### config.mk
export PLATFORM = sky130hd
export DESIGN_NAME = backward
export DESIGN_NICKNAME = d
export VERILOG_FILES = /design/src/rtl/machina_pkg.sv /design/src/rtl/backward_scale.sv /design/src/rtl/backward.sv
export SDC_FILE = /design/constraint.sdc
export NUM_CORES = 1
export LEC_CHECK = 0
export BUFFER_PORTS_ARGS = -buffer_cell sky130_fd_sc_hd__buf_2
export CAP_MARGIN = 0
export CORE_MARGIN = 4
export CORE_UTILIZATION = 67
export DETAILED_ROUTE_END_ITERATION = 12
export PLACE_DENSITY = 0.95
export SYNTH_ARGS = -nofsm -noshare
export SYNTH_HDL_FRONTEND = slang
export SYNTH_HIERARCHICAL = 1
export SYNTH_SLANG_ARGS = --single-unit
### constraint.sdc
create_clock -name clk -period 13.4 [get_ports clk]
set_input_delay 0.67 -clock clk [delete_from_list [all_inputs] [get_ports clk]]
set_output_delay 0.67 -clock clk [all_outputs]
set_load 0.02 [all_outputs]
### src/rtl/machina_pkg.sv
// Shared types and arithmetic for the backward-pass block.
//   state_e   : pass sequencer states (load, weight read address, weight read data, output)
//   mul_shift : signed a*b followed by an arithmetic right shift; callers keep the low W bits
package machina_pkg;

    typedef enum logic [1:0] {
        StLoad = 2'd0,
        StAddr = 2'd1,
        StData = 2'd2,
        StOut  = 2'd3
    } state_e;

    // Widest operand supported by mul_shift; W must not exceed this.
    localparam int unsigned MaxW = 32;

    function automatic logic signed [2*MaxW-1:0] mul_shift(
        input logic signed [MaxW-1:0] a,
        input logic signed [MaxW-1:0] b,
        input int unsigned            s
    );
        logic signed [2*MaxW-1:0] p;
        p = (2*MaxW)'(a) * (2*MaxW)'(b);
        return p >>> s;
    endfunction

endpackage

### src/rtl/backward_scale.sv
// scale: fixed-point multiply with arithmetic right shift, truncated to W bits.
//   a, b : W-bit two's complement operands
//   y    : low W bits of (a*b) >>> S
module scale
    import machina_pkg::*;
#(
    parameter int unsigned W = 16,
    parameter int unsigned S = 8
) (
    input  logic [W-1:0] a,
    input  logic [W-1:0] b,
    output logic [W-1:0] y
);

    logic signed [2*MaxW-1:0] full;
    logic                     unused_hi;

    assign full      = mul_shift(MaxW'($signed(a)), MaxW'($signed(b)), S);
    assign y         = full[W-1:0];
    // Upper product bits are dropped on purpose: results wrap, no saturation.
    assign unused_hi = ^full[2*MaxW-1:W];

endmodule

### src/rtl/backward.sv
// backward: one backward-propagation step for a single neuron with N weights.
// Collects inputs x[0..N-1] and one error delta, then for each n reads w[n] from memory,
// emits the propagated error e[n] = (delta*w[n]) >>> Q and, when BACKWARD_UPDATE_EN is
// defined, writes back w[n] - ((delta*x[n]) >>> (Q+R)).
// Ports (all stb/rdy handshakes transfer on a rising clk edge with both high):
//   clk, rst                   : clock, asynchronous active-low reset
//   s_x_stb/dat/adr, s_x_rdy   : forward input x[adr] to store
//   s_e_stb/dat, s_e_rdy       : incoming error delta
//   ar_stb/dat, ar_rdy         : weight read address
//   r_stb/dat, r_rdy           : weight read data
//   aw_stb/dat, aw_rdy         : weight write address (BACKWARD_UPDATE_EN only)
//   w_stb/dat, w_rdy           : weight write data (BACKWARD_UPDATE_EN only)
//   m_e_stb/dat/adr, m_e_rdy   : propagated error e[adr]
module backward
    import machina_pkg::*;
#(
    parameter int unsigned W = 16,
    parameter int unsigned N = 4,
    parameter int unsigned Q = 8,
    parameter int unsigned R = 0
) (
    input  logic                 clk,
    input  logic                 rst,
    input  logic                 s_x_stb,
    input  logic [W-1:0]         s_x_dat,
    input  logic [$clog2(N)-1:0] s_x_adr,
    output logic                 s_x_rdy,
    input  logic                 s_e_stb,
    input  logic [W-1:0]         s_e_dat,
    output logic                 s_e_rdy,
    output logic                 ar_stb,
    output logic [$clog2(N)-1:0] ar_dat,
    input  logic                 ar_rdy,
    input  logic                 r_stb,
    input  logic [W-1:0]         r_dat,
    output logic                 r_rdy,
    output logic                 aw_stb,
    output logic [$clog2(N)-1:0] aw_dat,
    input  logic                 aw_rdy,
    output logic                 w_stb,
    output logic [W-1:0]         w_dat,
    input  logic                 w_rdy,
    output logic                 m_e_stb,
    output logic [W-1:0]         m_e_dat,
    output logic [$clog2(N)-1:0] m_e_adr,
    input  logic                 m_e_rdy
);

    localparam int unsigned AW = $clog2(N);

    state_e         state_q, state_d;
    logic [AW-1:0]  n_q;
    logic [W-1:0]   x_q [N];
    logic [N-1:0]   valid_q;
    logic [W-1:0]   delta_q;
    logic           delta_valid_q;
    logic [W-1:0]   w_q;
    logic           m_done_q;
    // Held low through reset so no input is accepted until the first edge after release.
    logic           rdy_en_q;

    logic           x_fire, e_fire, ar_fire, r_fire, m_fire;
    logic           m_ok, aw_ok, w_ok, out_done, last;
    logic [W-1:0]   upd_term;

    assign s_x_rdy = rdy_en_q & (state_q == StLoad);
    assign s_e_rdy = rdy_en_q & (state_q == StLoad) & ~delta_valid_q;
    assign ar_stb  = (state_q == StAddr);
    assign ar_dat  = n_q;
    assign r_rdy   = (state_q == StData);
    assign m_e_stb = (state_q == StOut) & ~m_done_q;
    assign m_e_adr = n_q;

    assign x_fire  = s_x_stb & s_x_rdy;
    assign e_fire  = s_e_stb & s_e_rdy;
    assign ar_fire = ar_stb & ar_rdy;
    assign r_fire  = r_stb & r_rdy;
    assign m_fire  = m_e_stb & m_e_rdy;

    assign m_ok     = m_done_q | m_fire;
    assign out_done = (state_q == StOut) & m_ok & aw_ok & w_ok;
    assign last     = (n_q == AW'(N - 1));

    scale #(
        .W (W),
        .S (Q)
    ) u_scale_err (
        .a (delta_q),
        .b (w_q),
        .y (m_e_dat)
    );

    scale #(
        .W (W),
        .S (Q + R)
    ) u_scale_upd (
        .a (delta_q),
        .b (x_q[n_q]),
        .y (upd_term)
    );

`ifdef BACKWARD_UPDATE_EN
    logic aw_done_q, w_done_q;

    assign aw_stb = (state_q == StOut) & ~aw_done_q;
    assign aw_dat = n_q;
    assign w_stb  = (state_q == StOut) & ~w_done_q;
    assign w_dat  = w_q - upd_term;
    assign aw_ok  = aw_done_q | (aw_stb & aw_rdy);
    assign w_ok   = w_done_q | (w_stb & w_rdy);

    always_ff @(posedge clk or negedge rst) begin
        if (!rst) begin
            aw_done_q <= 1'b0;
            w_done_q  <= 1'b0;
        end else if (out_done) begin
            aw_done_q <= 1'b0;
            w_done_q  <= 1'b0;
        end else begin
            if (aw_stb && aw_rdy) aw_done_q <= 1'b1;
            if (w_stb && w_rdy)   w_done_q  <= 1'b1;
        end
    end
`else
    logic unused_upd;

    assign aw_stb     = 1'b0;
    assign aw_dat     = '0;
    assign w_stb      = 1'b0;
    assign w_dat      = '0;
    assign aw_ok      = 1'b1;
    assign w_ok       = 1'b1;
    assign unused_upd = ^{aw_rdy, w_rdy, upd_term};
`endif

    always_comb begin
        state_d = state_q;
        unique case (state_q)
            StLoad: if (&valid_q && delta_valid_q) state_d = StAddr;
            StAddr: if (ar_fire)                   state_d = StData;
            StData: if (r_fire)                    state_d = StOut;
            StOut:  if (out_done)                  state_d = last ? StLoad : StAddr;
            default:                               state_d = StLoad;
        endcase
    end

    always_ff @(posedge clk or negedge rst) begin
        if (!rst) begin
            state_q       <= StLoad;
            n_q           <= '0;
            valid_q       <= '0;
            delta_q       <= '0;
            delta_valid_q <= 1'b0;
            w_q           <= '0;
            m_done_q      <= 1'b0;
            rdy_en_q      <= 1'b0;
            for (int i = 0; i < int'(N); i++) x_q[i] <= '0;
        end else begin
            state_q  <= state_d;
            rdy_en_q <= 1'b1;
            if (x_fire) begin
                x_q[s_x_adr]     <= s_x_dat;
                valid_q[s_x_adr] <= 1'b1;
            end
            if (e_fire) begin
                delta_q       <= s_e_dat;
                delta_valid_q <= 1'b1;
            end
            if (r_fire) w_q <= r_dat;
            if (out_done) begin
                m_done_q <= 1'b0;
                if (last) begin
                    n_q           <= '0;
                    valid_q       <= '0;
                    delta_valid_q <= 1'b0;
                end else begin
                    n_q <= n_q + 1'b1;
                end
            end else if (m_fire) begin
                m_done_q <= 1'b1;
            end
        end
    end

endmodule

==> flow_summary.yaml <==
outcome:
  status: "completed"
synthesis:
  synth_top_family_by_area: "adder cells"
  netlist.area_leader.share: 0.3999
  synth-adder-area-share: 0.5021
  synth_xor_xnor_area_share: 0.03293
  synth_area_leader_cell: "fa_1"
  synth_mux_area_frac: 0.04583
  syn_area_sq_mm: 0.009310
  synth-seq-area-share: 0.1156
  netlist_top_cells_area: "fa_1 (40%), dfrtp_1 (12%), ha_1 (10%)"
  postSynthRegisterBits: 43
  netlist_top_cells_count: "inv_1 (239), fa_1 (186), nand2_1 (130)"
  yosysMostFrequentCell: "inv_1"
  yosys_most_used_dff: "dfrtp_1"
  yosysWarningCount: 6
  synthSimpleGateAreaFrac: 0.1485
  syn_inst: 985
  synth_async_sr_flop_share: 1.000
  synth_edf_count: 0
  synth_compound_gate_area_share: 0.02432
  synth.lib_cells_used.distinct: 47
  post_synth.cell_area_avg_sq_um: 9.452
floorplanning:
  core_sq_mm: 0.01340
  dieWidth_microns: 125.9
  floorplan.die_area_sq_mm: 0.01585
  initial_core_util: 0.6948
  floorplan.die.height_microns: 125.9
  rows: 42
  ioPinCount: 104
worst_setup_path:
  crit_fanout: 18
  r2r_slack_ns: 11.47
  critPathRequiredTime_ns: 12.73
  rr_endpoint: "w_q[5]"
  r2r_cells: 4
  worst_r2r_startpoint: "state_q[0]"
  worst_ep_arrival_time_ns: 6.28
  worst_setup_path_end_kind: "output port"
  path_type_of_the_worst_setup_path: "reg -> out"
  critical_path.startpoint_type: "flip-flop"
route:
  viasPerCell: 5.653
  routedWlPerCell_microns: 17.61
  routed_wl_microns: 21080
  drtAntennaViolNets: 0
  drt_iter0_drc: 500
  remaining_drc_errors: 0
  route.vias.total: 6767
  dr.pass1.iters: 7
clock_tree:
  clock_tree_from_tritoncts: "built"
  path_clk_slew_ns: 0.06
  htree_levels: 2
  cts-buffers-inserted: 5
  clk-insertion-delay-late_ns: 0.28
  tritoncts_num_sinks: 43
  postCtsHoldBufs: 0
  cts.path.max_buffers: 2
  root_buffer_selected_by_cts: "clkbuf_16"
  post_cts_buffers: 0
  postCtsResizedCells: 0
worst_hold_path:
  min_path_type: "in -> async"
final_layout:
  insertedDiodeCount: 0
  drive_gt1_frac: 0.1136
  finish.utilization: 0.7304
  final_net_count: 1341
  filler_cell_count: 878
  final_cells: 1197
  synthesis_to_layout_area_growth_pct: 5.134
place:
  io_buffers: 65
  gp_congestion: 0.8708
  detailedPlacementHpwl_microns: 16390
  dp_cells: 1189
global_routing:
  grt_max_degree: 44
  number_of_global_route_vias_before_repair: 7631
  initial_antenna_violation_count: 0
  global_route.overflow_total: 0
  grtUsageTotal: 0.2755
  wire_length_of_the_first_global_routing_pass_microns: 35380
sta:
  fmaxAchievable_mhz: 143.9
  finalHoldViolCount: 0
  finalSetupTns_ns: 0
  slew_headroom: 0.3753
  setup_repair_after_global_routing_missed_its_margin: "no"
  drv_slew: 0
  minimum_clock_period_ns: 6.950
  skew_ns: 0.005638
  finalSetupViolCount: 0
  layout_worst_path_cycle_share: 0.5186
  worst-slew-pin-transition_ns: 0.9371
run:
  drv.max_cap_violation_count: 0
-- critical path, stage by stage (launching register included) --
cell and delay [ns]:
dfrtp_1 0.86, nand2_1 0.19, fa_1 0.59, fa_1 0.45, fa_1 0.59, fa_1 0.44, fa_1 0.46, fa_1 0.50
inv_1 0.05, ha_1 0.32, a21o_1 0.19, nor4_1 0.35, a211o_1 0.25, nand3_2 0.13, a31oi_2 0.26, o21bai_2 0.08
xor2_1 0.12, buf_2 0.18
-- worst max path at each step --
stage | startpoint | cells past startpoint | end | slack (ns)
6_report | w_q[7] | 17 | m_e_dat[14] | 6.45
5_1_grt | w_q[4] | 19 | m_e_dat[14] | 6.18
4_1_cts | w_q[7] | 17 | m_e_dat[14] | 6.45
3_5_place_dp | w_q[7] | 17 | m_e_dat[14] | 6.77
3_3_place_gp | w_q[1] | 19 | m_e_dat[14] | 6.92
2_1_floorplan | w_q[7] | 18 | m_e_dat[14] | 7.21
-- per-layer routing --
layer	global-route usage	up-vias	wire [microns]
li1	-	2904	-
met1	0.3249	3368	7353
met2	0.5017	381	10970
met3	0.03853	114	1660
met4	0.1205	0	1096
met5	0	-	0
-- logic make-up (layout without fill, tap and decap cells) --
logic type                 Yosys count  after routing
buffers and inverters              295            312
and+or+nand+nor                    282            282
adders and majority gates          262            262
DFF                                 43             43
xor gates and xnor gates            35             35
muxes                               35             35
AOI/OAI and AO/OA                   31             31
other                                2             21
-- final cells by class --
cell class              count  area [sq um]  area share
inverters                 239         897.1     0.09165
flip-flops and latches     43          1076      0.1099
well taps                 176         220.2     0.02250
repair buffers             65         325.3     0.03324
multi-input cells         666          7096      0.7249
clock buffers               6         138.9     0.01419
clock inverters             2         35.03    0.003579
-- cell usage in the layout, fill, tap and decap left out, types with 2 or more instances in the layout --
master,Yosys,layout
nand2_1,130,130
o21ai_1,2,2
nor2b_1,6,6
and3_1,4,4
xnor2_1,29,29
ha_1,76,76
fa_1,186,186
conb_1,2,21
mux2_4,9,9
clkbuf_16,0,5
buf_2,1,65
and2_4,3,3
and2_1,94,94
a21oi_1,9,9
nand2b_1,4,4
o21a_1,2,2
nor2_1,23,23
nor3_1,8,8
mux2_2,25,25
dfrtp_1,43,43
inv_1,239,239
a21o_1,3,3
nand3_1,5,5
xor2_1,6,6
o21ai_0,2,2
-- registers in the layout (all words and copies together) (netlist names) --
register / cells
state_q: 2
delta_q: 16
w_q: 16
delta_valid_q: 1
valid_q: 4
ar_dat: 2
m_done_q: 1
rdy_en_q: 1
-- stage by stage --
step | setup slack, ns | hold slack (ns) | cell area [sq um]
final | 6.450 | 0.5261 | 9788
after global routing | 6.180 | 0.5515 | 9788
after CTS | 6.454 | 0.5265 | 9788
after detailed placement | 6.772 | 0.4963 | 9614
after global placement | 6.920 | 0.4829 | 9614
after floorplan | 7.213 | 0.3744 | 9382
Power is left out: the tool's default activity adds up to more than one toggle a clock period on the data nets, which glitch-free logic cannot reach.
